<file path="src/rtl/conv_pkg.sv">
// Shared types and constants for the punctured convolutional encoder.
// Mode encodings, FSM states, default generators and puncture patterns.
// Pattern rows are written with puncture index 0 in the MSB, padded with zeros.
package conv_pkg;

    typedef enum logic [1:0] {
        MODE_R12 = 2'b00,
        MODE_R23 = 2'b01,
        MODE_R34 = 2'b10
    } mode_e;

    typedef enum logic [1:0] {
        IDLE = 2'd0,
        DATA = 2'd1,
        TAIL = 2'd2
    } state_e;

    // Industry-standard K=7 generators, MSB taps the newest bit
    localparam logic [6:0] G0_133 = 7'b1011011;
    localparam logic [6:0] G1_171 = 7'b1111001;

    // Puncture rows, index 0 at bit 2
    localparam logic [2:0] PAT_A_R12 = 3'b100;
    localparam logic [2:0] PAT_B_R12 = 3'b100;
    localparam logic [2:0] PAT_A_R23 = 3'b110;
    localparam logic [2:0] PAT_B_R23 = 3'b100;
    localparam logic [2:0] PAT_A_R34 = 3'b110;
    localparam logic [2:0] PAT_B_R34 = 3'b101;

    localparam logic [1:0] PERIOD_R12 = 2'd1;
    localparam logic [1:0] PERIOD_R23 = 2'd2;
    localparam logic [1:0] PERIOD_R34 = 2'd3;

    // The reserved encoding 11 runs as rate 1/2
    function automatic mode_e norm_mode(input logic [1:0] m);
        mode_e r;
        case (m)
            2'b01:   r = MODE_R23;
            2'b10:   r = MODE_R34;
            default: r = MODE_R12;
        endcase
        return r;
    endfunction

    function automatic logic [1:0] punct_period(input mode_e m);
        logic [1:0] p;
        case (m)
            MODE_R23: p = PERIOD_R23;
            MODE_R34: p = PERIOD_R34;
            default:  p = PERIOD_R12;
        endcase
        return p;
    endfunction

    // Returns {A kept, B kept} for the given puncture index
    function automatic logic [1:0] punct_mask(input mode_e m, input logic [1:0] idx);
        logic [2:0] row_a;
        logic [2:0] row_b;
        logic [1:0] mask;
        row_a = PAT_A_R12;
        row_b = PAT_B_R12;
        case (m)
            MODE_R23: begin row_a = PAT_A_R23; row_b = PAT_B_R23; end
            MODE_R34: begin row_a = PAT_A_R34; row_b = PAT_B_R34; end
            default: ;
        endcase
        case (idx)
            2'd0:    mask = {row_a[2], row_b[2]};
            2'd1:    mask = {row_a[1], row_b[1]};
            default: mask = {row_a[0], row_b[0]};
        endcase
        return mask;
    endfunction

endpackage

</file>
<file path="src/rtl/conv_puncturer.sv">
// Puncture mask lookup and puncture-index advance for one encoded step.
// Latency: combinational; the index register lives in the encoder top.
// Backpressure: none; only evaluates when the top signals a step.
module conv_puncturer
    import conv_pkg::*;
(
    input  logic       i_step,
    input  logic       i_start,
    input  mode_e      i_mode,
    input  logic [1:0] i_cnt,
    input  logic       i_a,
    input  logic       i_b,
    output logic [1:0] o_valid,
    output logic [1:0] o_ab,
    output logic [1:0] o_cnt_nxt
);

    logic [1:0] w_idx;
    logic [1:0] w_mask;
    logic [1:0] w_period;
    logic [1:0] w_idx_inc;

    // Pick the pattern column; a frame start always uses column 0
    always_comb begin
        w_idx     = i_start ? 2'd0 : i_cnt;
        w_mask    = punct_mask(i_mode, w_idx);
        w_period  = punct_period(i_mode);
        w_idx_inc = w_idx + 2'd1;
        o_valid   = 2'b00;
        o_ab      = 2'b00;
        o_cnt_nxt = i_cnt;
        if (i_step) begin
            o_valid   = w_mask;
            o_ab      = {i_a & w_mask[1], i_b & w_mask[0]};
            o_cnt_nxt = (w_idx_inc == w_period) ? 2'd0 : w_idx_inc;
        end
    end

endmodule

</file>
<file path="src/rtl/punct_conv_encoder.sv">
// Rate-1/2 convolutional encoder with run-time puncturing and K-1 zero-bit tail flush.
// Latency: 1 cycle from accepted bit (or tail step) to registered AB/valid_out.
// Backpressure: in_ready drops for the K-1 tail cycles; valid_in is ignored then.
module punct_conv_encoder
    import conv_pkg::*;
#(
    parameter int           K       = 7,
    parameter logic [K-1:0] G0      = G0_133,
    parameter logic [K-1:0] G1      = G1_171,
    parameter bit           TAIL_EN = 1'b1
) (
    input  logic       Clk,
    input  logic       reset,
    input  logic       in,
    input  logic       valid_in,
    input  logic       in_last,
    input  logic [1:0] mode,
    output logic       in_ready,
    output logic [1:0] AB,
    output logic [1:0] valid_out,
    output logic       out_last
);

    localparam int TW = $clog2(K);

    state_e        r_state;
    state_e        w_state_nxt;
    logic [K-2:0]  r_sr;
    logic [TW-1:0] r_tail_cnt;
    logic [1:0]    r_cnt;
    mode_e         r_mode;
    logic [1:0]    r_ab;
    logic [1:0]    r_valid;
    logic          r_last;

    logic          w_in_ready;
    logic          w_tail_step;
    logic          w_accept;
    logic          w_start;
    logic          w_tail_done;
    logic          w_step;
    logic          w_in_eff;
    logic          w_last;
    mode_e         w_mode;
    logic [K-1:0]  w_win;
    logic          w_a;
    logic          w_b;
    logic [1:0]    w_valid;
    logic [1:0]    w_ab_p;
    logic [1:0]    w_cnt_nxt;

    // FSM state register
    always_ff @(posedge Clk) begin
        if (reset) r_state <= IDLE;
        else       r_state <= w_state_nxt;
    end

    // FSM next state: frames enter TAIL (or go straight back to IDLE without flush)
    always_comb begin
        w_state_nxt = r_state;
        case (r_state)
            IDLE, DATA: begin
                if (w_accept) begin
                    if (in_last) w_state_nxt = TAIL_EN ? TAIL : IDLE;
                    else         w_state_nxt = DATA;
                end
            end
            TAIL:    if (w_tail_done) w_state_nxt = IDLE;
            default: w_state_nxt = IDLE;
        endcase
    end

    // FSM outputs and the per-cycle step controls derived from them
    always_comb begin
        w_in_ready  = 1'b1;
        w_tail_step = 1'b0;
        if (r_state == TAIL) begin
            w_in_ready  = 1'b0;
            w_tail_step = 1'b1;
        end
        w_accept    = valid_in & w_in_ready;
        w_start     = w_accept & (r_state == IDLE);
        w_tail_done = w_tail_step & (r_tail_cnt == TW'(1));
        w_step      = w_accept | w_tail_step;
        w_in_eff    = w_accept & in;
        w_mode      = w_start ? norm_mode(mode) : r_mode;
        w_last      = (w_accept & in_last & ~TAIL_EN) | w_tail_done;
    end

    assign w_win = {w_in_eff, r_sr};
    assign w_a   = ^(w_win & G0);
    assign w_b   = ^(w_win & G1);

    conv_puncturer u_punct (
        .i_step    (w_step),
        .i_start   (w_start),
        .i_mode    (w_mode),
        .i_cnt     (r_cnt),
        .i_a       (w_a),
        .i_b       (w_b),
        .o_valid   (w_valid),
        .o_ab      (w_ab_p),
        .o_cnt_nxt (w_cnt_nxt)
    );

    // Shift register advances on every encoded bit; mode is frozen at frame start
    always_ff @(posedge Clk) begin
        if (reset) begin
            r_sr   <= '0;
            r_mode <= MODE_R12;
        end else begin
            if (w_step)  r_sr   <= w_win[K-1:1];
            if (w_start) r_mode <= w_mode;
        end
    end

    // Puncture index; the puncturer holds it when nothing is encoded
    always_ff @(posedge Clk) begin
        if (reset) r_cnt <= 2'd0;
        else       r_cnt <= w_cnt_nxt;
    end

    // Tail counter loads on the frame's last bit and counts down the flush
    always_ff @(posedge Clk) begin
        if (reset)                                 r_tail_cnt <= '0;
        else if (w_accept & in_last & TAIL_EN)     r_tail_cnt <= TW'(K - 1);
        else if (w_tail_step)                      r_tail_cnt <= r_tail_cnt - TW'(1);
    end

    // Registered outputs; AB holds across idle cycles
    always_ff @(posedge Clk) begin
        if (reset) begin
            r_ab    <= 2'b00;
            r_valid <= 2'b00;
            r_last  <= 1'b0;
        end else begin
            r_valid <= w_valid;
            r_last  <= w_last;
            if (w_step) r_ab <= w_ab_p;
        end
    end

    assign in_ready  = w_in_ready;
    assign AB        = r_ab;
    assign valid_out = r_valid;
    assign out_last  = r_last;

endmodule

</file>
<file path="config.mk">
export PLATFORM = sky130hd
export DESIGN_NAME = punct_conv_encoder
export DESIGN_NICKNAME = d
export VERILOG_FILES = /design/src/rtl/conv_pkg.sv /design/src/rtl/conv_puncturer.sv /design/src/rtl/punct_conv_encoder.sv
export SDC_FILE = /design/constraint.sdc
export NUM_CORES = 1
export LEC_CHECK = 0
export ABC_AREA = 0
export CORE_MARGIN = 1.5
export CORE_UTILIZATION = 30
export CTS_CLUSTER_SIZE = 14
export DETAILED_ROUTE_END_ITERATION = 12
export HOLD_SLACK_MARGIN = 0.12
export PLACE_DENSITY_LB_ADDON = 0.1
export RECOVER_POWER = 25
export SLEW_MARGIN = 40
export SYNTH_ARGS = -nofsm -noshare
export SYNTH_HDL_FRONTEND = slang
export SYNTH_SLANG_ARGS = --single-unit
</file>
<file path="constraint.sdc">
create_clock -name Clk -period 2.6 [get_ports Clk]
set_clock_uncertainty 0.2 [all_clocks]
set_input_delay 0.65 -clock Clk [delete_from_list [all_inputs] [get_ports Clk]]
set_output_delay 0.65 -clock Clk [all_outputs]
set_load 0.01 [all_outputs]
</file>
==> flow_summary.json <==
{
  "status": "complete, no violations",
  "synthesis.nets": 122,
  "ys_seq_elements": 20,
  "fin_tns_setup_ns": 0,
  "dp_hpwl_mm": 1.469,
  "syn_area_um2": 978.4,
  "syn2layout_area_growth_pct": 30.56,
  "root_buffer": "clkbuf_4",
  "rows": 20,
  "clock_latency_ns": 0.31,
  "vias": 781,
  "synth-simple-area-share_pct": 20.46,
  "async_flop_share_pct": 0,
  "hold_viol": 0,
  "synth.top_cell.area_share_pct": 40.92,
  "initial_core_util_pct": 31.79,
  "leakage_nw": 0.5296,
  "grt_pass1_vias": 734,
  "cts_tree": "built",
  "synthXorXnorAreaFrac_pct": 7.289,
  "setup_viol": 0,
  "critical_path_class": "flop to output pin",
  "numClockSinks": 20,
  "synthesis.instances": 109,
  "grt_first_pass_wirelength_mm": 3.277,
  "cts_hold_buf": 0,
  "grt_max_degree": 13,
  "final_cell_count_no_fill": 172,
  "dr.first_iter.drc_count": 31,
  "vias_per_cell": 4.541,
  "fin_crit_ns": 2.412,
  "dp.cells": 168,
  "muxShareOfSynthArea_pct": 1.023,
  "synth_top_family_by_area": "simple AND/OR/NAND/NOR gates",
  "crit_required_ns": 1.75,
  "dieArea_um2": 3613,
  "dieWidth_um": 60.11,
  "yosysWarnings": 0,
  "post_drt_wl_per_cell_um": 11.59,
  "p_per_area_nw_per_um2": 586.7,
  "max-slew-margin-rel_pct": 63.25,
  "netlist-cell-type-count": 30,
  "clk_path_buf_depth": 2,
  "final_common_cell": "dfxtp_1",
  "endpoint_kind": "output pin",
  "rsz0062_at_grt": "false",
  "antenna_cells": 0,
  "antenna_found_initial": 0,
  "crit_fanout": 6,
  "ys.flop_type": "dfxtp_1",
  "fin_crit_sh_pct": 92.78,
  "max_freq_mhz": 414.5,
  "synth-adder-area-share_pct": 7.673,
  "layout_common_cells": "dfxtp_1, nand2_1, a21oi_1, clkdlybuf4s50_1, nor2_1",
  "coreArea_um2": 3078,
  "route.detailed.drc": 0,
  "cts_max_level": 1,
  "place_area_um2": 1185,
  "fin_area_um2": 1277,
  "place_congestion": 0.8621,
  "synth-compound-area-share_pct": 14.83,
  "synth_edf_count": 0,
  "drtAntennaViolNets": 0,
  "final_util_pct": 41.50,
  "routed_wl_mm": 1.993,
  "maxCapViolCount": 0,
  "totalPowerFinal_mw": 0.7495,
  "path_clk_slew_ns": 0.13,
  "synth.avg_cell_area_um2": 8.976,
  "ios": 13,
  "place.port_buffers": 12,
  "drv_slew": 0,
  "firstDrtPassIters": 4,
  "worst_pin_slew_ns": 0.5512,
  "cts_buffers": 3,
  "synth.yosys.seq_area_share_pct": 40.92,
  "crit_arrival_ns": 1.56,
  "hold_path.class": "flop to flop",
  "vdd_drop_max_mv": 0.3444,
  "drive_above_1_share_pct": 18.75,
  "synth_largest_area_cell": "dfxtp_1",
  "fin_nets": 142,
  "grtUsageTotal_pct": 12.56,
  "cp-start-kind": "flop",
  "synth.area.top_cells": "dfxtp_1, a21oi_1, ha_1",
  "fp.dieH_um": 60.11,
  "grt.overflow.total": 0
}
## cells by family after synthesis
kind of cell	count (synthesis)
xor+xnor	5
simple gates	40
flops	20
mux	1
buf+inv	13
fa+ha+maj	6
compound gates	24
## cell type report
class / instances / area [um^2]
clock buffer: 3 / 22.52
clock inverter: 1 / 30.03
fill: 337 / 1800
inverter: 8 / 35.03
multi-input combinational: 76 / 555.5
sequential: 20 / 400.4
tap: 44 / 55.05
timing repair buffer: 20 / 178.9
## repair_timing
| action | CTS | global route |
|---|---|---|
| pin swaps | 0 | 9 |
| setup endpoints to repair | 4 | 4 |
| resized for setup | 5 | 9 |
| setup buffers | 0 | 0 |
## metal layers
| layer | up-vias | track usage (%) | wire (um) |
|---|---|---|---|
| met3 | 2 | 4.329 | 87 |
| met4 | 0 | 4.762 | 21 |
| met2 | 12 | 19.57 | 913 |
| met1 | 363 | 15.90 | 971 |
| met5 | - | 0 | 0 |
| li1 | 404 | - | - |
## state kept, by name, summed over array words and instances, names as in the netlist
register and count:
valid_out 2, r_state 2, r_mode 2, r_sr 6, AB 2, r_cnt 2, out_last 1, r_tail_cnt 3
## cells in the mapped netlist (2+ instances only)
master / count
buf_6: 3
nand2b_1: 3
xor2_1: 2
a22o_1: 2
nor3b_1: 3
nand2_1: 16
and3_4: 2
ha_1: 6
nor2_1: 8
inv_1: 7
nor3_1: 4
dfxtp_1: 20
xnor3_1: 2
a21oi_1: 15
## final timing paths
path	start	end	slack, ns	depth (start not counted)
worst max-delay path	r_state[1]	in_ready	0.19	3
worst min-delay path	r_sr[2]	r_sr[2]	0.27	2
worst max register to register	r_state[1]	r_cnt[0]	0.33	8
worst min register to register	r_sr[2]	r_sr[2]	0.27	2
## critical path, cell delays in order (launching register included)
cell and delay, ns:
dfxtp_1 0.38, nor2b_1 0.33, inv_6 0.07, clkdlybuf4s50_1 0.48
## power by group
group	switching (mW)	internal, mW	total [mW]
combinational	0.0729	0.0769	0.150
clock	0.105	0.156	0.261
sequential	0.0127	0.326	0.339
## stage by stage
stage / hold slack, ns / setup WS [ns]
after floorplan: 0.2311 / 0.05474
after global placement: 0.2421 / -0.3492
after detailed placement: 0.2468 / -0.4462
after CTS: 0.2651 / 0.002325
after global routing: 0.2766 / 0.1042
final: 0.2674 / 0.1877
No activity file was read; power rests on OpenSTA's default activity.
